`src/rtl/sdram_port_arbiter.sv`:
```
// Shares one SDRAM req/ack/valid port between three ROM read ports and the IOCTL
// download writer; read returns are steered back through an in-order port-id FIFO.
module sdram_port_arbiter #(
  parameter int ADDR_WIDTH  = 23,
  parameter int DATA_WIDTH  = 32,
  parameter int MAX_PENDING = 2
) (
  input  logic                    clk_i,
  input  logic                    reset_i,
  input  logic                    download_i,
  input  logic                    dl_req_i,
  input  logic [ADDR_WIDTH-1:0]   dl_addr_i,
  input  logic [DATA_WIDTH-1:0]   dl_data_i,
  output logic                    dl_ack_o,
  input  logic [2:0]              rd_req_i,
  input  logic [3*ADDR_WIDTH-1:0] rd_addr_i,
  output logic [2:0]              rd_ack_o,
  output logic [2:0]              rd_valid_o,
  output logic [DATA_WIDTH-1:0]   rd_data_o,
  output logic [ADDR_WIDTH-1:0]   sdram_addr_o,
  output logic [DATA_WIDTH-1:0]   sdram_data_o,
  output logic                    sdram_we_o,
  output logic                    sdram_req_o,
  input  logic                    sdram_ack_i,
  input  logic                    sdram_valid_i,
  input  logic [DATA_WIDTH-1:0]   sdram_q_i,
  output logic                    busy_o,
  output logic                    orphan_err_o
);
  localparam int PTR_W = (MAX_PENDING > 1) ? $clog2(MAX_PENDING) : 1;
  localparam int CNT_W = $clog2(MAX_PENDING + 1);
  localparam logic [PTR_W-1:0] PTR_LAST = PTR_W'(MAX_PENDING - 1);
  localparam logic [CNT_W-1:0] CNT_FULL = CNT_W'(MAX_PENDING);

  typedef enum logic {IDLE, ISSUE} state_t;

  state_t                state_q;
  logic [ADDR_WIDTH-1:0] sdram_addr_q;
  logic [DATA_WIDTH-1:0] sdram_data_q;
  logic                  we_q;
  logic                  sdram_req_q;
  logic [1:0]            port_q;
  logic [1:0]            rr_q;
  logic [2:0]            rd_ack_q;
  logic                  dl_ack_q;
  logic [2:0]            rd_valid_q;
  logic [DATA_WIDTH-1:0] rd_data_q;
  logic                  orphan_q;
  logic [1:0]            fifo_mem_q [MAX_PENDING];
  logic [PTR_W-1:0]      rd_ptr_q;
  logic [PTR_W-1:0]      wr_ptr_q;
  logic [CNT_W-1:0]      count_q;
  logic [CNT_W-1:0]      count_d;

  logic [ADDR_WIDTH-1:0] rd_addr_arr [3];
  logic                  fifo_empty, fifo_full, push, pop;
  logic                  wr_grant, rd_grant, sel_found;
  logic [2:0]            rd_cand;
  logic [1:0]            sel_port, rr_next, idx_c;

  for (genvar gi = 0; gi < 3; gi++) begin : g_addr
    assign rd_addr_arr[gi] = rd_addr_i[gi*ADDR_WIDTH +: ADDR_WIDTH];
  end

  function automatic logic [1:0] wrap3(input logic [2:0] v);
    return (v >= 3'd3) ? 2'(v - 3'd3) : v[1:0];
  endfunction

  function automatic logic [PTR_W-1:0] ptr_inc(input logic [PTR_W-1:0] p);
    return (p == PTR_LAST) ? '0 : p + PTR_W'(1);
  endfunction

  assign fifo_empty = (count_q == '0);
  assign fifo_full  = (count_q == CNT_FULL);
  assign pop        = sdram_valid_i && !fifo_empty;
  assign push       = (state_q == ISSUE) && sdram_ack_i && !we_q;
  assign count_d    = count_q + CNT_W'(push) - CNT_W'(pop);

  // The requester acked last cycle has not yet dropped its level request.
  assign rd_cand  = rd_req_i & ~rd_ack_q;
  assign wr_grant = download_i && dl_req_i && !dl_ack_q;
  assign rd_grant = !download_i && (!fifo_full || pop) && sel_found;

  always_comb begin
    sel_found = 1'b0;
    sel_port  = 2'd0;
    idx_c     = 2'd0;
    for (int k = 0; k < 3; k++) begin
      idx_c = wrap3({1'b0, rr_q} + 3'(k));
      if (!sel_found && rd_cand[idx_c]) begin
        sel_found = 1'b1;
        sel_port  = idx_c;
      end
    end
  end

  assign rr_next = (sel_port == 2'd2) ? 2'd0 : sel_port + 2'd1;

  always_ff @(posedge clk_i) begin
    if (reset_i) begin
      state_q      <= IDLE;
      sdram_addr_q <= '0;
      sdram_data_q <= '0;
      we_q         <= 1'b0;
      sdram_req_q  <= 1'b0;
      port_q       <= 2'd0;
      rr_q         <= 2'd0;
      rd_ack_q     <= 3'b000;
      dl_ack_q     <= 1'b0;
      rd_valid_q   <= 3'b000;
      rd_data_q    <= '0;
      orphan_q     <= 1'b0;
      rd_ptr_q     <= '0;
      wr_ptr_q     <= '0;
      count_q      <= '0;
    end else begin
      rd_ack_q   <= 3'b000;
      dl_ack_q   <= 1'b0;
      rd_valid_q <= 3'b000;
      count_q    <= count_d;
      if (pop) begin
        rd_valid_q <= 3'b001 << fifo_mem_q[rd_ptr_q];
        rd_data_q  <= sdram_q_i;
        rd_ptr_q   <= ptr_inc(rd_ptr_q);
      end
      if (sdram_valid_i && fifo_empty) orphan_q <= 1'b1;
      if (push) begin
        fifo_mem_q[wr_ptr_q] <= port_q;
        wr_ptr_q             <= ptr_inc(wr_ptr_q);
      end
      case (state_q)
        IDLE: begin
          if (wr_grant) begin
            state_q      <= ISSUE;
            sdram_req_q  <= 1'b1;
            we_q         <= 1'b1;
            sdram_addr_q <= dl_addr_i;
            sdram_data_q <= dl_data_i;
          end else if (rd_grant) begin
            state_q      <= ISSUE;
            sdram_req_q  <= 1'b1;
            we_q         <= 1'b0;
            sdram_addr_q <= rd_addr_arr[sel_port];
            port_q       <= sel_port;
            rr_q         <= rr_next;
          end
        end
        ISSUE: begin
          if (sdram_ack_i) begin
            state_q     <= IDLE;
            sdram_req_q <= 1'b0;
            we_q        <= 1'b0;
            if (we_q) dl_ack_q <= 1'b1;
            else      rd_ack_q <= 3'b001 << port_q;
          end
        end
        default: state_q <= IDLE;
      endcase
    end
  end

  assign dl_ack_o     = dl_ack_q;
  assign rd_ack_o     = rd_ack_q;
  assign rd_valid_o   = rd_valid_q;
  assign rd_data_o    = rd_data_q;
  assign sdram_addr_o = sdram_addr_q;
  assign sdram_data_o = sdram_data_q;
  assign sdram_we_o   = we_q;
  assign sdram_req_o  = sdram_req_q;
  assign busy_o       = (state_q != IDLE) || !fifo_empty;
  assign orphan_err_o = orphan_q;
endmodule

```
`config.mk`:
```
export PLATFORM = sky130hd
export DESIGN_NAME = sdram_port_arbiter
export DESIGN_NICKNAME = d
export VERILOG_FILES = /design/src/rtl/sdram_port_arbiter.sv
export SDC_FILE = /design/constraint.sdc
export NUM_CORES = 1
export LEC_CHECK = 0
export CAP_MARGIN = 10
export CORE_ASPECT_RATIO = 2
export CORE_MARGIN = 1.5
export CORE_UTILIZATION = 43
export DETAILED_ROUTE_END_ITERATION = 8
export PLACE_DENSITY = 0.86
export SETUP_SLACK_MARGIN = 0.2
export SLEW_MARGIN = 30
export SYNTH_ARGS = -nofsm -noshare
export SYNTH_HDL_FRONTEND = slang
export SYNTH_SLANG_ARGS = --single-unit
```
`constraint.sdc`:
```
create_clock -name clk_i -period 5.04 [get_ports clk_i]
set_input_delay 1.008 -clock clk_i [delete_from_list [all_inputs] [get_ports clk_i]]
set_output_delay 1.008 -clock clk_i [all_outputs]
set_load 0.01 [all_outputs]
```
==> reports/qor.csv <==
metric,value,unit
cts_tree,done,
hold_viol,0,
placement.io_buffers,262,
ys_warn_count,0,
rsz0062_at_grt,no,
syn_area,0.005120,mm^2
grt_pass1_wl,25280,um
drive_gt1_share,7.168,%
crit_slowest_cell,clkinv_1,
slew_violations,0,
fin_util,68.84,%
antenna_left,0,
drt_first_pass_iters,5,
wl,16420,um
hold_buffers,0,
grt_max_degree,58,
synthToLayoutAreaGrowth,57.33,%
maxCapViolCount,0,
clock_latency,0.34,ns
critPathTopFamily,buffers and inverters,
grt_pass1_vias,5348,
nNetsFinal,1016,
crit_top_cell,ha_1,
cts.path.max_buffers,2,
worstSetupStartpointType,primary input,
std_cell_rows,56,
detailed_place_hpwl,12280,um
synth-main-ff-cell,dfxtp_1,
p_per_area,346.1,mW/mm^2
postCtsSetupBuffers,0,
ys_seq_elements,111,
avgSynthCellArea,8.285,um^2
status,completed,
power.total,2788,uW
setup_viol,0,
fmax,275.5,MHz
hold_path.class,register to register,
netlist_instances,618,
async_reset_ff_share,0,%
initial_core_util,43.76,%
design.die.area,0.01261,mm^2
drtIter0Drc,257,
ys_top_cells_by_count,"nand2_1 (178), dfxtp_1 (107), a21oi_1 (93)",
clk_pin_slew_worst_paths,0.07,ns
cts-root-buf,clkbuf_16,
fillers,921,
final.setup.tns,0,ns
finish.instance_area,0.008055,mm^2
synth.largest_area_cell,dfxtp_1,
grt-ovfl-total,0,
drc_errors,0,
slew_headroom,43.41,%
die_y,157.3,um
dpl_cell_area,0.007759,mm^2
fp.coreArea,0.01170,mm^2
die_width,80.16,um
vias_per_cell,5.527,
vias,5505,
critPathArrivalTime,3.85,ns
cts_resized,0,
yosysTopAreaCellShare,41.84,%
cts_max_level,3,
synth_edf_count,4,
synth_seq_area_share,44.18,%
crit_fanout,36,
cellLeakagePower,0.002886,uW
vdd_drop_max,0.1728,mV
syn-num-nets,788,
synthTopCellsByArea,"dfxtp_1 (42%), nand2_1 (13%), a21oi_1 (9.1%)",
yosys.cell_count.top_type,nand2_1,
place_congestion,0.8553,
cpPeakStageDelay,0.76,ns
fin_crit_sh,72.03,%
num_io_pins,263,
cp_num_buf_inv,4,
path_class,primary input to register,
clock_sinks,111,
numCtsBuffers,9,
endpoint_kind,register,
wire_per_inst,16.48,um
crit_chain,clkdlybuf4s50_1 -> o21ai_2 -> buf_4 -> clkinv_1 -> ha_1 -> inv_1 -> ha_1 -> xor2_1 -> xnor2_1 -> nor2_1,
fin_crit,3.630,ns
skew,0.01022,ns
holdWs,0.4568,ns
grt_usage,25.47,%
critical_path_required,5.26,ns
synth.distinct_cells,52,
worst_slew_pin_slew,0.8437,ns
num_antenna_cells,0,
antenna_found_initial,0,
per-stage QoR:
stage	instances	setup slack (ns)
CTS	996	1.503
finish	996	1.410
detailed placement	980	1.135
floorplan	618	2.456
global route	996	1.104
global placement	979	1.289
kinds of logic after synthesis:
| family | count (synthesis) | synth area share, % |
|---|---|---|
| and+or+nand+nor | 233 | 19.31 |
| AOI/OAI and AO/OA | 183 | 24.58 |
| DFF | 111 | 44.18 |
| buffers and inverters | 57 | 5.107 |
| muxes | 25 | 4.912 |
| adders and majority gates | 5 | 1.222 |
| xor gates and xnor gates | 4 | 0.6844 |
layout make-up:
| class | count | area, um^2 | area share, % |
|---|---|---|---|
| Sequential cell | 111 | 2262 | 28.08 |
| Timing Repair Buffer | 268 | 2678 | 33.24 |
| Clock buffer | 10 | 229.0 | 2.843 |
| Tap cell | 145 | 181.4 | 2.252 |
| Inverter | 6 | 22.52 | 0.2796 |
| Multi-Input combinational cell | 450 | 2620 | 32.53 |
| Clock inverter | 6 | 62.56 | 0.7766 |
layer usage:
metal  GRT usage (%)  up-vias  share of wire (%)
li1                -     2655                  -
met1           26.57     2558                 35
met2           46.06      242                 54
met3           5.681       50                5.9
met4           13.55        0                4.9
met5               0        -                  0
worst min-delay path, stage by stage (launching register included):
cell and delay [ns]:
dfxtp_1 0.31, nand2_1 0.05, a21oi_1 0.05
where the power goes:
group,switching (uW),internal (uW),total (uW)
clock,340,350,690
combinational,467,514,980
sequential,98.9,1020,1120
total,906,1880,2790
cell usage in the layout, fill, tap and decap left out, drive strengths merged, types with 7 or more instances in the layout:
master | synthesis | final
inv | 6 | 9
a21oi | 93 | 93
clkdlybuf4s50 | 0 | 261
clkbuf | 35 | 10
a31o | 21 | 21
a2111oi | 22 | 22
buf | 16 | 7
nand2 | 179 | 179
a311oi | 22 | 22
dfxtp | 107 | 107
nor2 | 18 | 18
mux2i | 24 | 24
state kept, by name (all words and copies together), names as in the netlist, named ones only:
name	flops
fifo_mem_q	4
rd_valid_o	3
sdram_req_o	1
sdram_data_o	32
count_q	2
wr_ptr_q	1
rd_ack_o	3
state_q	1
sdram_addr_o	23
rr_q	2
port_q	2
dl_ack_o	1
orphan_err_o	1
rd_ptr_q	1
sdram_we_o	1
rd_data_o	32
path summary, 6_finish.rpt:
| kind | end | slack (ns) | startpoint | cells after the start |
|---|---|---|---|---|
| setup / recovery | count_q[1] | 1.41 | sdram_valid_i | 10 |
| hold / removal | rd_data_o[4] | 0.46 | rd_data_o[4] | 2 |
| setup reg to reg | sdram_addr_o[4] | 1.95 | rr_q[0] | 9 |
| hold reg to reg | rd_data_o[4] | 0.46 | rd_data_o[4] | 2 |
Power figures use the tool's default switching activity.
